`src/rtl/fpu_round_pack.sv`:
```
// Two-stage round-and-pack back end of the muldiv unit: normalizes the
// unrounded significand, rounds it, checks the exponent range and packs a double or single result.
module fpu_round_pack #(
   parameter int FQ_W = 57,
   parameter int EQ_W = 13
) (
   input  logic            clk,
   input  logic            rst,
   input  logic            in_valid,
   output logic            in_ready,
   input  logic            db,
   input  logic [2:0]      rm,
   input  logic [FQ_W-1:0] fq,
   input  logic [EQ_W-1:0] eq,
   input  logic            sq,
   input  logic [57:0]     flq,
   output logic            out_valid,
   input  logic            out_ready,
   output logic [63:0]     res,
   output logic [4:0]      flags
);

   // Two guard bits of headroom so exponent increments can never wrap.
   localparam int EW = EQ_W + 2;

   localparam logic [2:0] RM_RNE = 3'b000;
   localparam logic [2:0] RM_RTZ = 3'b001;
   localparam logic [2:0] RM_RDN = 3'b010;
   localparam logic [2:0] RM_RUP = 3'b011;
   localparam logic [2:0] RM_RMM = 3'b100;

   logic s2_advance;

   // ---------------- stage 1: normalize and decide the increment ----------------
   logic [54:0]          n;
   logic signed [EW-1:0] e1;
   logic                 st0;
   logic [51:0]          frac1;
   logic                 g1;
   logic                 s1b;
   logic                 lsb1;
   logic                 inc1;
   logic                 zero1;

   always_comb begin
      // n holds only the fraction bits below the hidden one
      n     = fq[56] ? fq[55:1] : fq[54:0];
      st0   = fq[56] & fq[0];
      e1    = $signed({{2{eq[EQ_W-1]}}, eq}) + (fq[56] ? EW'(1) : EW'(0));
      zero1 = ~(fq[56] | fq[55]);
      if (db) begin
         frac1 = n[54:3];
         g1    = n[2];
         s1b   = st0 | (|n[1:0]);
         lsb1  = n[3];
      end else begin
         frac1 = {29'b0, n[54:32]};
         g1    = n[31];
         s1b   = st0 | (|n[30:0]);
         lsb1  = n[32];
      end
      case (rm)
         RM_RNE:  inc1 = g1 & (s1b | lsb1);
         RM_RTZ:  inc1 = 1'b0;
         RM_RDN:  inc1 = sq & (g1 | s1b);
         RM_RUP:  inc1 = ~sq & (g1 | s1b);
         RM_RMM:  inc1 = g1;
         default: inc1 = 1'b0;
      endcase
   end

   logic                 s1_valid;
   logic                 s1_sign;
   logic                 s1_db;
   logic [2:0]           s1_rm;
   logic [51:0]          s1_frac;
   logic signed [EW-1:0] s1_exp;
   logic                 s1_inc;
   logic                 s1_nx;
   logic                 s1_zero;
   logic                 s1_special;
   logic                 s1_sp_zero;
   logic                 s1_sp_inf;
   logic                 s1_sp_nan;
   logic                 s1_nv;
   logic                 s1_dz;
   logic [51:0]          s1_payload;

   assign s2_advance = ~out_valid | out_ready;
   assign in_ready   = ~s1_valid | s2_advance;

   always_ff @(posedge clk or posedge rst) begin
      if (rst) begin
         s1_valid   <= 1'b0;
         s1_sign    <= 1'b0;
         s1_db      <= 1'b0;
         s1_rm      <= 3'b0;
         s1_frac    <= '0;
         s1_exp     <= '0;
         s1_inc     <= 1'b0;
         s1_nx      <= 1'b0;
         s1_zero    <= 1'b0;
         s1_special <= 1'b0;
         s1_sp_zero <= 1'b0;
         s1_sp_inf  <= 1'b0;
         s1_sp_nan  <= 1'b0;
         s1_nv      <= 1'b0;
         s1_dz      <= 1'b0;
         s1_payload <= '0;
      end else if (in_ready) begin
         s1_valid <= in_valid;
         if (in_valid) begin
            s1_sign    <= sq;
            s1_db      <= db;
            s1_rm      <= rm;
            s1_frac    <= frac1;
            s1_exp     <= e1;
            s1_inc     <= inc1;
            s1_nx      <= g1 | s1b;
            s1_zero    <= zero1;
            s1_special <= flq[57];
            s1_sp_zero <= flq[56];
            s1_sp_inf  <= flq[55];
            s1_sp_nan  <= flq[54];
            s1_nv      <= flq[53];
            s1_dz      <= flq[52];
            s1_payload <= flq[51:0];
         end
      end
   end

   // ---------------- stage 2: round, range check, pack ----------------
   logic [52:0]          frac_sum;
   logic                 carry;
   logic signed [EW-1:0] e2;
   logic signed [EW-1:0] emax;
   logic                 of2;
   logic                 uf2;
   logic                 to_inf;
   logic [63:0]          res_next;
   logic [4:0]           flags_next;

   always_comb begin
      // hidden bit is always 1 here, so a fraction carry-out is a mantissa carry-out
      frac_sum = {1'b0, s1_frac} + {52'b0, s1_inc};
      carry    = s1_db ? frac_sum[52] : frac_sum[23];
      e2       = s1_exp + (carry ? EW'(1) : EW'(0));
      emax     = s1_db ? EW'(2047) : EW'(255);
      of2      = (e2 >= emax);
      uf2      = (e2 <= EW'(0));
      to_inf   = (s1_rm == RM_RNE) | (s1_rm == RM_RMM) |
                 ((s1_rm == RM_RUP) & ~s1_sign) | ((s1_rm == RM_RDN) & s1_sign);
      res_next   = '0;
      flags_next = '0;
      if (s1_special) begin
         flags_next = {s1_nv, s1_dz, 3'b000};
         if (s1_sp_zero)
            res_next = s1_db ? {s1_sign, 63'b0} : {32'b0, s1_sign, 31'b0};
         else if (s1_sp_inf)
            res_next = s1_db ? {s1_sign, 11'h7FF, 52'b0} : {32'b0, s1_sign, 8'hFF, 23'b0};
         else if (s1_sp_nan)
            res_next = s1_db ? {s1_sign, 11'h7FF, 1'b1, s1_payload[50:0]}
                             : {32'b0, s1_sign, 8'hFF, 1'b1, s1_payload[21:0]};
         else
            res_next = s1_db ? {1'b0, 11'h7FF, 1'b1, 51'b0} : {32'b0, 1'b0, 8'hFF, 1'b1, 22'b0};
      end else if (s1_zero) begin
         res_next = s1_db ? {s1_sign, 63'b0} : {32'b0, s1_sign, 31'b0};
      end else if (of2) begin
         flags_next = 5'b00101;
         if (to_inf)
            res_next = s1_db ? {s1_sign, 11'h7FF, 52'b0} : {32'b0, s1_sign, 8'hFF, 23'b0};
         else
            res_next = s1_db ? {s1_sign, 11'h7FE, {52{1'b1}}} : {32'b0, s1_sign, 8'hFE, {23{1'b1}}};
      end else if (uf2) begin
         flags_next = 5'b00011;
         res_next   = s1_db ? {s1_sign, 63'b0} : {32'b0, s1_sign, 31'b0};
      end else begin
         flags_next = {4'b0000, s1_nx};
         res_next   = s1_db ? {s1_sign, e2[10:0], frac_sum[51:0]}
                            : {32'b0, s1_sign, e2[7:0], frac_sum[22:0]};
      end
   end

   always_ff @(posedge clk or posedge rst) begin
      if (rst) begin
         out_valid <= 1'b0;
         res       <= '0;
         flags     <= '0;
      end else if (s2_advance) begin
         out_valid <= s1_valid;
         if (s1_valid) begin
            res   <= res_next;
            flags <= flags_next;
         end
      end
   end

endmodule

```
`config.mk`:
```
export PLATFORM = sky130hd
export DESIGN_NAME = fpu_round_pack
export DESIGN_NICKNAME = d
export VERILOG_FILES = /design/src/rtl/fpu_round_pack.sv
export SDC_FILE = /design/constraint.sdc
export NUM_CORES = 1
export LEC_CHECK = 0
export ABC_AREA = 1
export CELL_PAD_IN_SITES_DETAIL_PLACEMENT = 1
export CELL_PAD_IN_SITES_GLOBAL_PLACEMENT = 2
export CORE_MARGIN = 4
export CORE_UTILIZATION = 39
export CTS_CLUSTER_SIZE = 14
export DETAILED_ROUTE_END_ITERATION = 10
export DONT_BUFFER_PORTS = 1
export GPL_ROUTABILITY_DRIVEN = 0
export GPL_TIMING_DRIVEN = 0
export PLACE_DENSITY_LB_ADDON = 0.15
export SLEW_MARGIN = 20
export SYNTH_ARGS = -nofsm -noshare
export SYNTH_HDL_FRONTEND = slang
export SYNTH_SLANG_ARGS = --single-unit
```
`constraint.sdc`:
```
create_clock -name clk -period 18.7 [get_ports clk]
set_clock_uncertainty 0.1 [all_clocks]
set_input_delay 3.74 -clock clk [delete_from_list [all_inputs] [get_ports clk]]
set_output_delay 3.74 -clock clk [all_outputs]
set_load 0.01 [all_outputs]
```
==> out/metrics.yaml, run 1 <==
internal_power_mw: 0.9298
power_frac_clock_pct: 31.1
hold_path_class: "reg2reg"
power_density_nw_per_um2: 113.7
grt_pass1_vias: 12000
nets: 1824
drv_slew: 0
worst_slack_ps: 10830
synth_area_per_cell_um2: 7.203
synth_seq_cells: 202
vias: 11490
worstPathMaxFanout: 3
grtUsageMet1_pct: 39.03
cts_tree: "yes"
dr.first_iter.drc_count: 763
status: "complete, no violations"
clockBufferDepth: 3
hpwl_um: 37430
n_fill_cell: 3825
antenna_cells: 0
fin_tns_setup_ps: 0
synth.largest_area_cell: "dfrtp_1"
hold_violations: 0
initial_utilization_pct: 39.74
antenna_found_initial: 0
io_pins: 208
rsz0062_at_grt: "no"
synth_area_leaders: "dfrtp_1, nand2_1, nor2_1"
worstPathCellList: "inv_1 -> nand3_1"
slowest_delay_ps: 240
syn_nets: 1796
max_slew_margin_pct: 22.62
ant_nets: 0
overflow: 0
worst_pin_slew_ps: 1161
cts.sinks: 202
fmax_mhz: 127.1
grt_pass1_wl_um: 71640
endpoint_kind: "primary output"
met2_usage_pct: 44.07
grt-busiest-layer: "met2"
syn_to_final_growth_pct: 11.19
wl_per_cell_um: 22.43
combPwrFrac_pct: 25.7
cts_setup_buffers: 0
min_period_ps: 7867
viasPerCell: 5.524
synthDominantCellAreaShare_pct: 42.69
startpoint_type: "input port"
routed_wl_um: 46650
drv_cap: 0
fin_crit_sh_pct: 42.07
cts_resized: 0
root_buffer: "clkbuf_16"
io_buffers: 0
setup_viol_count_final: 0
cp.arrival_ps: 4030
dp_cells: 2036
final_cell_mix: "nand2_1, dfrtp_1, nor2_1"
num_rows: 63
p_leak_nw: 6.024
yosysWarnings: 0
die_h_um: 182.3
synthCells: 1644
drive_above_1_share_pct: 5.207
clkLatencyLatePin_ps: 530
final_common_cell: "nand2_1"
coreArea_um2: 29800
die-area_um2: 33220
crit_type: "in2out"
crit_slowest_cell: "nand3_1"
grt_use_total_pct: 27.59
yosysUniqueCellTypes: 43
cts_max_level: 1
critPathBufInv: 1
cp_data_required_time_ps: 14860
dp_slack_ps: 10850
use_met3_pct: 4.883
irDropWorstVdd_mv: 0.06880
dr.pass1.iters: 5
cp_top_family: "simple AND/OR/NAND/NOR gates"
instances_no_fill: 2080
clk_pin_slew_ps: 60
die_x_um: 182.3
p_seq_share_pct: 43.2
drc_errors: 0
grt_max_degree: 83
cts_made_buffers: 24
p_switching_mw: 0.5671
p_sw_share_pct: 37.89
ys_seq_area_share_pct: 42.69
cts_hold_buf: 0
syn-cell-area_um2: 11840
## flip-flops by register name, indices dropped and copies added (netlist names), 3 cells and up
| register | count |
|---|---|
| s1_frac | 52 |
| s1_exp | 14 |
| flags | 5 |
| res | 64 |
| s1_payload | 51 |
| s1_rm | 3 |
## cell families (layout without fill, tap and decap cells)
logic type | Yosys count | in the layout | synth area share [%]
xor+xnor | 42 | 42 | 3.107
mux | 27 | 27 | 2.282
simple gates | 875 | 875 | 29.92
flops | 202 | 202 | 42.69
fa+ha+maj | 15 | 15 | 1.585
buf+inv | 201 | 247 | 7.069
compound gates | 282 | 282 | 13.35
## per-stage QoR
stage                     instance area, um2  total power [mW]  hold slack (ps)  util, %
final                                  13170             1.497            385.2    44.19
after global routing                   13170             1.583            413.5    44.19
after CTS                              13170             1.508            386.8    44.19
after detailed placement               12390             1.037            370.9    41.59
after global placement                 12330             1.022            362.0    41.38
after floorplan                        11840            0.8835            349.1        -
## per-layer routing
layer / part of all wire, % / routed length [um]
met5: 0 / 0
met4: 2.7 / 1261
met3: 7.4 / 3437
met2: 45 / 20820
met1: 45 / 21130
## power groups by stage
stage	combinational, mW	sequential (mW)	clock, mW
CTS	0.385	0.648	0.475
global route	0.430	0.660	0.494
global placement	0.370	0.652	0
detailed placement	0.382	0.656	0
floorplan	0.263	0.621	0
finish	0.385	0.647	0.465
## synth_stat cells, drive strengths merged
master,number
a211o,1
o22ai,28
and3,3
a31oi,41
nand2,564
clkbuf,53
o21a,1
a21oi,72
inv,118
buf,27
a21o,1
nand3,73
o211ai,6
o31ai,2
ha,15
and2,1
nand4,18
dfrtp,202
nor3,38
nor2,170
a221oi,2
nor4,6
o21ai,127
xor2,40
o2bb2ai,1
mux2i,27
xnor2,2
or2,2
clkinv,3
## cell type report
cell class | instances | area, um2 | share of cell area [%]
Sequential cell | 202 | 5055 | 38.39
Buffer | 80 | 382.9 | 2.908
Clock buffer | 38 | 714.4 | 5.426
Timing Repair Buffer | 2 | 55.05 | 0.4181
Tap cell | 390 | 488.0 | 3.706
Inverter | 121 | 461.7 | 3.507
Multi-Input combinational cell | 1241 | 5949 | 45.19
Clock inverter | 6 | 60.06 | 0.4561
## path summary, 6_finish.rpt
kind,start,endpoint,slack [ps],cells after the start
max,out_ready,in_ready,10830,2
min,s1_payload[11],s1_payload[11],390,2
max reg2reg,s1_inc,res[23],13190,28
min reg2reg,s1_payload[11],s1_payload[11],390,2
max in group asynchronous,rst,s1_frac[19],14770,2
min in group asynchronous,rst,res[23],2980,1
No activity file was read; power rests on OpenSTA's default activity.
==> run 2: changes to the inputs <==
CORE_UTILIZATION = 33   (was 39)
clock period = 6.58 ns   (was 18.7 ns; I/O delays follow)
==> run 2 against run 1 <==
Compared with the run above:
- combinational power increased to 2.8 times the previous value
- power grew to 2.9 times the previous value
- critical path depth up 24
- register-to-register slack worse by 12000 ps
- sequential share of layout area shrank 0.73 points
- largest cell class unchanged
==> out/metrics.yaml, run 2 (synthesis results as in run 1) <==
fin_crit_sh_pct: 81.97
cpMostUsedCell: "nand2_1"
cts.sinks: 202  # unchanged
cp_top_family: "simple AND/OR/NAND/NOR gates"  # unchanged
worst_pin_slew_ps: 1017  # was 1161 ps
drv_slew: 0  # unchanged
io_buffers: 0  # unchanged
die_x_um: 197.4  # was 182.3 um
p_seq_share_pct: 42.2  # was 43.2%
drive_above_1_share_pct: 5.729  # was 5.207%
io_pins: 208  # unchanged
vias: 11090  # was 11490
drv_cap: 0  # unchanged
wl_per_cell_um: 22.10  # was 22.43 um
combPwrFrac_pct: 25.0  # was 25.7%
slowest_delay_ps: 490  # was 240 ps
grtUsageMet1_pct: 35.13  # was 39.03%
min-delay-start: "s1_payload[46]"  # was s1_payload[11]
nets: 1829  # was 1824
clkLatencyLatePin_ps: 530  # about the same
r2r-end: "res[52]"  # was res[23]
top_register: "res"  # unchanged
antenna_found_initial: 1  # was 0
endpoint_kind: "flip-flop"  # was primary output
cts_tree: "yes"  # unchanged
power_frac_clock_pct: 32.9  # was 31.1%
grt-busiest-layer: "met2"  # unchanged
fin_tns_setup_ps: 0  # unchanged
fin_area_um2: 13420  # was 13170 um2
largest_reg_flops: 64  # unchanged
clk_pin_slew_ps: 60  # about the same
grt_use_total_pct: 23.83  # was 27.59%
cts_max_level: 1  # unchanged
cts_resized: 0  # unchanged
cp_data_required_time_ps: 6870  # was 14860 ps
worst_slack_ps: 1186  # was 10830 ps
cts_hold_buf: 0  # unchanged
hpwl_um: 39310  # was 37430 um
cp.arrival_ps: 5680  # was 4030 ps
grt_max_degree: 35  # was 83
whs_path_depth: 2  # unchanged
irDropWorstVdd_mv: 0.2191  # was 0.06880 mV
overflow: 0  # unchanged
num_rows: 69  # was 63
met2_usage_pct: 37.33  # was 44.07%
instances_no_fill: 2154  # was 2080
power_density_nw_per_um2: 326.9  # was 113.7 nW/um2
ant_nets: 0  # unchanged
n_fill_cell: 4474  # was 3825
r2r_slack_ps: 1190  # was 13190 ps
fmax_mhz: 185.4
die_h_um: 197.4  # was 182.3 um
hold_violations: 0  # unchanged
crit_slowest_cell: "nor3_1"  # was nand3_1
final_cell_mix: "nand2_1, dfrtp_1, nor2_1"  # unchanged
cts_made_buffers: 24  # unchanged
p_switching_mw: 1.626  # was 0.5671 mW
setup_viol_count_final: 0  # unchanged
rsz0062_at_grt: "no"  # unchanged
max_slew_margin_pct: 32.20  # was 22.62%
worstPathMaxFanout: 10  # was 3
coreArea_um2: 35480  # was 29800 um2
routed_wl_um: 47610  # was 46650 um
clockBufferDepth: 3  # unchanged
p_sw_share_pct: 37.07  # was 37.89%
hold_path_class: "reg2reg"  # unchanged
p_leak_nw: 6.112  # was 6.024 nW
crit_type: "reg2reg"  # was in2out
dp_slack_ps: 1216  # was 10850 ps
initial_utilization_pct: 33.37  # was 39.74%
syn_to_final_growth_pct: 13.35  # was 11.19%
internal_power_mw: 2.761  # was 0.9298 mW
min_to: "s1_payload[46]"  # was s1_payload[11]
grt_pass1_wl_um: 71500  # was 71640 um
viasPerCell: 5.148  # was 5.524
root_buffer: "clkbuf_16"  # unchanged
die-area_um2: 38980  # was 33220 um2
reg2reg_depth: 26  # was 28
grt_pass1_vias: 11530  # was 12000
placed_cell_area_um2: 12570  # was 12390 um2
use_met3_pct: 3.445  # was 4.883%
final_common_cell: "nand2_1"  # unchanged
critPathBufInv: 4  # was 1
antenna_cells: 0  # unchanged
whs_ps: 382.5  # was 385.2 ps
status: "complete, no violations"  # unchanged
startpoint_type: "flip-flop"  # was input port
cts_setup_buffers: 0  # unchanged
dr.first_iter.drc_count: 608  # was 763
drc_errors: 0  # unchanged
min_period_ps: 5394
worstReg2RegStart: "s1_frac[37]"  # was s1_inc
top_regs: "res x64, s1_frac x52, s1_payload x51"  # unchanged
dp_cells: 2112  # was 2036
dr.pass1.iters: 5  # unchanged
run 2: worst max path at each step:
stage	slack [ps]	start	cells after the start	end
finish	1190	s1_frac[37]	26	res[52]
floorplan	2550	rst	1	flags[0]
global placement	1200	rst	1	s1_exp[11]
CTS	1190	s1_frac[37]	26	res[23]
detailed placement	1220	s1_frac[37]	26	res[23]
global route	720	s1_frac[37]	26	res[23]
run 2: area by class of cell:
| class | instances | area (um2) | share of cell area [%] |
|---|---|---|---|
| Tap cell | 461 | 576.8 | 4.298 |
| Multi-Input combinational cell | 1241 | 5949 | 44.33 |
| Sequential cell | 202 | 5055 | 37.66 |
| Clock inverter | 6 | 105.1 | 0.7831 |
| Buffer | 80 | 382.9 | 2.853 |
| Clock buffer | 36 | 747.0 | 5.565 |
| Timing Repair Buffer | 7 | 147.6 | 1.100 |
| Inverter | 121 | 457.9 | 3.412 |
run 2: per-stage QoR:
stage	utilization, %	total power, mW
global placement	35.01	2.930
detailed placement	35.42	2.972
finish	37.83	4.387
floorplan	-	2.511
CTS	37.83	4.431
global route	37.83	4.646
run 2: worst reg2reg max path: cells and delay by family (launching register included):
| family | cells | cell delay [ps] |
|---|---|---|
| buffers and inverters | 4 | 460 |
| adder cells (fa/ha/maj) | 3 | 900 |
| flip-flops | 1 | 430 |
| XOR/XNOR | 1 | 200 |
| AO/OA/AOI/OAI | 3 | 600 |
| AND/OR/NAND/NOR | 15 | 2560 |
run 2: power groups by stage:
stage / Clock, mW / Combinational, mW / Sequential [mW]
final: 1.44 / 1.09 / 1.85
after global routing: 1.53 / 1.23 / 1.89
after CTS: 1.47 / 1.10 / 1.85
after detailed placement: 0 / 1.10 / 1.87
after global placement: 0 / 1.06 / 1.87
after floorplan: 0 / 0.747 / 1.76
run 2: per-layer routing:
| layer | vias to the layer above | wire length [um] |
|---|---|---|
| li1 | 5429 | - |
| met1 | 5317 | 22940 |
| met2 | 287 | 20920 |
| met3 | 55 | 2676 |
| met4 | 0 | 1081 |
| met5 | - | 0 |
